### config.mk
export PLATFORM = sky130hd
export DESIGN_NAME = lsu
export DESIGN_NICKNAME = d
export VERILOG_FILES = /design/src/rtl/lsu.sv
export SDC_FILE = /design/constraint.sdc
export NUM_CORES = 1
export LEC_CHECK = 0
export BUFFER_PORTS_ARGS = -buffer_cell sky130_fd_sc_hd__buf_2
export CORE_UTILIZATION = 35
export CTS_CLUSTER_DIAMETER = 120
export DETAILED_ROUTE_END_ITERATION = 7
export GPL_TIMING_DRIVEN = 0
export SETUP_SLACK_MARGIN = 0.5
export SYNTH_ARGS = -nofsm -noshare
export SYNTH_HDL_FRONTEND = slang
export SYNTH_SLANG_ARGS = --single-unit
### constraint.sdc
create_clock -name clk_i -period 2.6 [get_ports clk_i]
set_input_delay 0.52 -clock clk_i [delete_from_list [all_inputs] [get_ports clk_i]]
set_output_delay 0.52 -clock clk_i [all_outputs]
set_load 0.05 [all_outputs]
### src/rtl/lsu.sv
// Load-store unit: one req/gnt/rvalid data-bus transaction per accepted load or store.
// Optional LSU_BUS_ERR_EN adds data_err_i / lsu_err_bus_o for erroring bus responses.
//   state | meaning
//   IDLE  | no transaction; sampling lsu_req_i
//   REQ   | data_req_o high, waiting for data_gnt_i
//   WAIT  | granted, waiting for data_rvalid_i
module lsu #(
  parameter int DATA_WIDTH = 32,
  parameter int BE_WIDTH   = DATA_WIDTH / 8
) (
  input  logic                  clk_i,
  input  logic                  rst_i,
  input  logic                  lsu_req_i,
  input  logic                  lsu_we_i,
  input  logic [1:0]            lsu_type_i,
  input  logic                  lsu_sign_ext_i,
  input  logic [DATA_WIDTH-1:0] lsu_addr_i,
  input  logic [DATA_WIDTH-1:0] lsu_wdata_i,
  output logic                  lsu_busy_o,
  output logic                  lsu_rvalid_o,
  output logic [DATA_WIDTH-1:0] lsu_rdata_o,
  output logic                  lsu_err_misaligned_o,
  output logic                  data_req_o,
  input  logic                  data_gnt_i,
  output logic [DATA_WIDTH-1:0] data_addr_o,
  output logic                  data_we_o,
  output logic [BE_WIDTH-1:0]   data_be_o,
  output logic [DATA_WIDTH-1:0] data_wdata_o,
  input  logic                  data_rvalid_i,
`ifdef LSU_BUS_ERR_EN
  input  logic                  data_err_i,
  output logic                  lsu_err_bus_o,
`endif
  input  logic [DATA_WIDTH-1:0] data_rdata_i
);

  typedef enum logic [1:0] {IDLE, REQ, WAIT} state_t;

  state_t                state_q, state_d;
  logic [DATA_WIDTH-1:0] addr_q, wdata_q;
  logic                  we_q, sign_ext_q;
  logic [1:0]            type_q;
  logic [BE_WIDTH-1:0]   be_q;
  logic                  rvalid_q, err_mis_q;
  logic [DATA_WIDTH-1:0] rdata_q;

  logic                  misaligned, accept, reject, done, resp_err;
  logic [BE_WIDTH-1:0]   be_d;
  logic [DATA_WIDTH-1:0] wdata_d, rdata_ext;
  logic [7:0]            lane_b;
  logic [15:0]           lane_h;

  always_comb begin
    misaligned = 1'b0;
    be_d       = '0;
    wdata_d    = lsu_wdata_i;
    case (lsu_type_i)
      2'b00: begin
        be_d    = 4'b0001 << lsu_addr_i[1:0];
        wdata_d = {4{lsu_wdata_i[7:0]}};
      end
      2'b01: begin
        misaligned = lsu_addr_i[0];
        be_d       = 4'b0011 << {lsu_addr_i[1], 1'b0};
        wdata_d    = {2{lsu_wdata_i[15:0]}};
      end
      2'b10: begin
        misaligned = lsu_addr_i[1:0] != 2'b00;
        be_d       = 4'b1111;
      end
      default: misaligned = 1'b1;
    endcase
  end

  assign accept = (state_q == IDLE) && lsu_req_i && !misaligned;
  assign reject = (state_q == IDLE) && lsu_req_i && misaligned;
  assign done   = (state_q == WAIT) && data_rvalid_i;

`ifdef LSU_BUS_ERR_EN
  assign resp_err = data_err_i;
`else
  assign resp_err = 1'b0;
`endif

  always_comb begin
    state_d = state_q;
    case (state_q)
      IDLE:    if (accept) state_d = REQ;
      REQ:     if (data_gnt_i) state_d = WAIT;
      WAIT:    if (data_rvalid_i) state_d = IDLE;
      default: state_d = IDLE;
    endcase
  end

  // Lane selection uses the latched offset, not the live address.
  always_comb begin
    case (addr_q[1:0])
      2'd0:    lane_b = data_rdata_i[7:0];
      2'd1:    lane_b = data_rdata_i[15:8];
      2'd2:    lane_b = data_rdata_i[23:16];
      default: lane_b = data_rdata_i[31:24];
    endcase
    lane_h = addr_q[1] ? data_rdata_i[31:16] : data_rdata_i[15:0];
    case (type_q)
      2'b00:   rdata_ext = {{(DATA_WIDTH-8){sign_ext_q & lane_b[7]}}, lane_b};
      2'b01:   rdata_ext = {{(DATA_WIDTH-16){sign_ext_q & lane_h[15]}}, lane_h};
      default: rdata_ext = data_rdata_i;
    endcase
  end

  always_ff @(posedge clk_i) begin
    if (rst_i) begin
      state_q    <= IDLE;
      addr_q     <= '0;
      wdata_q    <= '0;
      we_q       <= 1'b0;
      sign_ext_q <= 1'b0;
      type_q     <= 2'b00;
      be_q       <= '0;
      rvalid_q   <= 1'b0;
      rdata_q    <= '0;
      err_mis_q  <= 1'b0;
    end else begin
      state_q   <= state_d;
      rvalid_q  <= done && !resp_err;
      rdata_q   <= (done && !we_q && !resp_err) ? rdata_ext : '0;
      err_mis_q <= reject;
      if (accept) begin
        addr_q     <= lsu_addr_i;
        wdata_q    <= wdata_d;
        we_q       <= lsu_we_i;
        sign_ext_q <= lsu_sign_ext_i;
        type_q     <= lsu_type_i;
        be_q       <= be_d;
      end
    end
  end

`ifdef LSU_BUS_ERR_EN
  logic err_bus_q;
  always_ff @(posedge clk_i) begin
    if (rst_i) err_bus_q <= 1'b0;
    else       err_bus_q <= done && resp_err;
  end
  assign lsu_err_bus_o = err_bus_q;
`endif

  // Bus outputs are driven only in REQ so they read as zero everywhere else.
  assign lsu_busy_o           = state_q != IDLE;
  assign lsu_rvalid_o         = rvalid_q;
  assign lsu_rdata_o          = rdata_q;
  assign lsu_err_misaligned_o = err_mis_q;
  assign data_req_o           = state_q == REQ;
  assign data_addr_o          = data_req_o ? {addr_q[DATA_WIDTH-1:2], 2'b00} : '0;
  assign data_we_o            = data_req_o & we_q;
  assign data_be_o            = data_req_o ? be_q : '0;
  assign data_wdata_o         = data_req_o ? wdata_q : '0;

endmodule
==> out/results.tsv <==
stage	metric	value	unit
yosys	cell type contributing the most total cell area after synthesis	sky130_fd_sc_hd__dfxtp_1	
die	Boundary Pins	210	
worst_setup_path	CP Launch Point	state_q[0]	
layout	share of final-layout standard cells stronger than drive strength 1	36.4	%
worst_setup_path	nature of the critical path endpoint	primary output	
global_route	number of antenna violations at the first check in global routing	1	
sta	hold_ws	0.406	ns
sta	Final setup violation count	0	
clock_tree	Clk Tree Root Cell	sky130_fd_sc_hd__clkbuf_16	
placed_design	half-perimeter wire length after placement	12300	um
worst_setup_path	Worst EP arrival	1.54	ns
layout	commonest non-fill, non-tap cell in the layout	sky130_fd_sc_hd__buf_2	
die	num rows	45	
clock_tree	clk slew on worst S/H paths	0.08	ns
die	area of the die	16000	um2
sta	highest clock rate	486	MHz
global_route	first-pass GRT wire length	25500	um
layout	area of combinational cells with multiple inputs	3020	um2
worst_setup_path	depth of the worst register-to-register path	7	
power	Final Power	3.76	mW
hold_path	path type of the worst min-delay path	input pin to flop	
worst_setup_path	Critical R2R Capture	type_q[0]	
run_status	status	finished, final reports clean	
die	Floorplan Core Area	15200	um2
route	overall routed net length	16200	um
clock_tree	clock network latency to the later pin of the worst-skew pair	0.35	ns
placed_design	# placed instances	1005	
worst_setup_path	worst reg2reg startpoint	state_q[0]	
worst_setup_path	Startpoint Class	flop	
layout	Layout Nets	937	
yosys	Syn. warnings	0	
hold_path	Cells on Worst Hold Path	3	
run	max_cap viols	0	
placed_design	global placement routability congestion	0.828	
power	Lkg Pwr	3.41	nW
route	iteration count of the initial detailed-routing pass	5	
placed_design	number of buffers inserted by port buffering	207	
clock_tree	number of buffers inserted during clock tree synthesis	9	
sta	Min Clock Period, post-route	2.06	ns
route	detail-routed via count per cell	4.87	
layout	register area	2160	um2
yosys	synthesized-area fraction occupied by xor and xnor cells	0	%
yosys	combinational family with the most area after synthesis	simple AND/OR/NAND/NOR gates	
sta	Tightest Pin Transition	0.666	ns
sta	final period utilization	79.2	%
sta	relative max-transition margin	55.6	%
layout	most used cells in the layout excluding fill and tap cells	sky130_fd_sc_hd__buf_2, sky130_fd_sc_hd__nand2_1, sky130_fd_sc_hd__dfxtp_1	
worst_setup_path	worst-path fanout max	10	
yosys	compound-gate portion of the synthesized area	9.77	%
die	Die Height	127	um
yosys	number of flops mapped to enable cells by yosys	0	
clock_tree	H-tree depth reported by CTS	3	
clock_tree	number of buffers on the longest clock path	2	
layout	Syn-to-layout area delta	36.4	%
die	width of the die	127	um
yosys	synthesized netlist cell count	609	
sta	summed negative setup slack over all endpoints	0	ns
yosys	share of the yosys chip area belonging to registers	39.8	%
global_route	via count of the first global-routing pass	4824	
yosys	cell types with the largest area share after synthesis	sky130_fd_sc_hd__dfxtp_1, sky130_fd_sc_hd__mux2i_1, sky130_fd_sc_hd__nand2_1, sky130_fd_sc_hd__and2_1, sky130_fd_sc_hd__mux2_2	
layout	Layout fillers	1513	
route	detailed-route DRC error count	0	
yosys	adder and majority gate portion of the synthesized area	0.184	%
clock_tree	Num Clock Sinks	108	
die	effective utilization at floorplan	35.7	%
route	Antenna Nets Post-Route	0	
global_route	largest net degree at the start of global routing	19	
worst_setup_path	Setup Crit Path Kind	flop to primary output	
yosys	proportion of register bits with asynchronous set or reset after synthesis	0	%
yosys	Cell Area, Synth	5430	um2
sta	final max-slew violation count	0	
sta	Post-Route Skew	0.00947	ns
yosys	fraction of synthesized cell area taken by the top area cell type	39.8	%
clock_tree	number of buffers inserted for hold repair after clock tree synthesis	0	
yosys	fraction of the mapped netlist area in simple logic gates	25.3	%
route	vias after detailed routing	4994	
power	Max rail drop VDD	0.315	mV
worst_setup_path	worst-case register-to-register setup slack	0.71	ns
yosys	average cell area after synthesis	8.92	um2
route	starting DRC count in detailed routing	246	
hold_path	startpoint of the tightest hold check path	lsu_addr_i[6]	
worst_setup_path	required time reported for the critical path endpoint	2.08	ns
route	average wire per cell in the routed design	15.8	um
global_route	GRT Total Usage	20.4	%
yosys	Unique masters post-synth	42	
hold_path	destination of the worst hold path	addr_q[6]	
layout	fraction of the core area covered by cells at the end of the flow	48.7	%
yosys	multiplexer share of the synthesized area	19.6	%
sta	RSZ-0062 raised after global routing	true	
clock_tree	CTS tree	yes	
power	pwr/cell area	508	nW/um2
sta	Fin. Hold Viols	0	
yosys	primary flip-flop cell chosen by synthesis mapping	sky130_fd_sc_hd__dfxtp_1	
layout	number of cells in the finished layout apart from fillers	1026	
global_route	global-route congestion overflow total	0	
yosys	flops & latches, synth	108	
cell usage after synthesis, drive strengths merged, types with 2 or more instances:
| master | number |
|---|---|
| nand2 | 129 |
| dfxtp | 108 |
| mux2i | 77 |
| and2 | 68 |
| clkbuf | 38 |
| nor2b | 28 |
| mux2 | 26 |
| nand2b | 18 |
| a31oi | 17 |
| buf | 16 |
| a21oi | 14 |
| o21ai | 11 |
| or3b | 10 |
| o211ai | 8 |
| o221a | 8 |
| o311a | 7 |
| inv | 3 |
| nor2 | 3 |
| and3b | 2 |
| nand3b | 2 |
| o31ai | 2 |
report_power, final:
group	total [mW]	internal, mW	switching, mW
clock	1.41	0.757	0.652
combinational	0.607	0.263	0.344
sequential	1.75	1.72	0.0307
total	3.76	2.74	1.03
state kept, by name (all words and copies together), names as in the netlist:
name	cells
addr_q	32
lsu_rdata_o	32
wdata_q	32
be_q	4
state_q	2
type_q	2
lsu_err_misaligned_o	1
lsu_rvalid_o	1
sign_ext_q	1
we_q	1
per-layer routing:
layer	routed length (um)	global-route usage [%]	vias up
met5	0	0	-
met4	387	8.36	0
met3	932	4.05	22
met2	7510	33.8	166
met1	7380	25.9	2305
li1	-	-	2501
final cells by class:
cell class                 count  share of cell area (%)
clock buffer                  10                    3.09
timing repair buffer         211                    18.2
multi-input combinational    444                    40.7
inverter                       4                   0.203
sequential                   108                    29.2
antenna                        1                  0.0338
tap                          188                    3.17
clock inverter                 6                   0.963
buffer                        54                    4.39
cell families after synthesis:
| logic type | after synthesis |
|---|---|
| compound gates | 74 |
| fa+ha+maj | 1 |
| buf+inv | 58 |
| flops | 108 |
| simple gates | 264 |
| mux | 103 |
| other cells | 1 |
worst max-delay path by stage:
stage	depth (start not counted)	end	slack, ns
2_1_floorplan	4	data_wdata_o[12]	0.53
3_3_place_gp	5	data_wdata_o[15]	-0.05
3_5_place_dp	5	data_wdata_o[13]	-0.19
4_1_cts	4	data_addr_o[26]	0.50
5_1_grt	5	data_wdata_o[18]	0.47
6_report	5	data_wdata_o[12]	0.54
per-stage QoR:
stage	cell area, um2	setup slack [ns]
5_1_grt	7410	0.466
3_5_place_dp	6710	-0.193
3_3_place_gp	6710	-0.0516
6_report	7410	0.541
4_1_cts	7230	0.502
2_1_floorplan	5440	0.531
critical path: stages, from the launching register on:
cell,delay [ns]
sky130_fd_sc_hd__dfxtp_2,0.34
sky130_fd_sc_hd__nor2b_4,0.21
sky130_fd_sc_hd__buf_8,0.15
sky130_fd_sc_hd__clkbuf_16,0.15
sky130_fd_sc_hd__and2_1,0.16
sky130_fd_sc_hd__buf_6,0.16
repair_timing:
action | CTS | global route
setup buffers | 4 | 0
gates resized for setup | 64 | 65
pin swaps | 0 | 0
endpoints found under the setup margin | 68 | 64
endpoints found under the hold margin | 0 | 0
No activity file was read; power rests on OpenSTA's default activity.
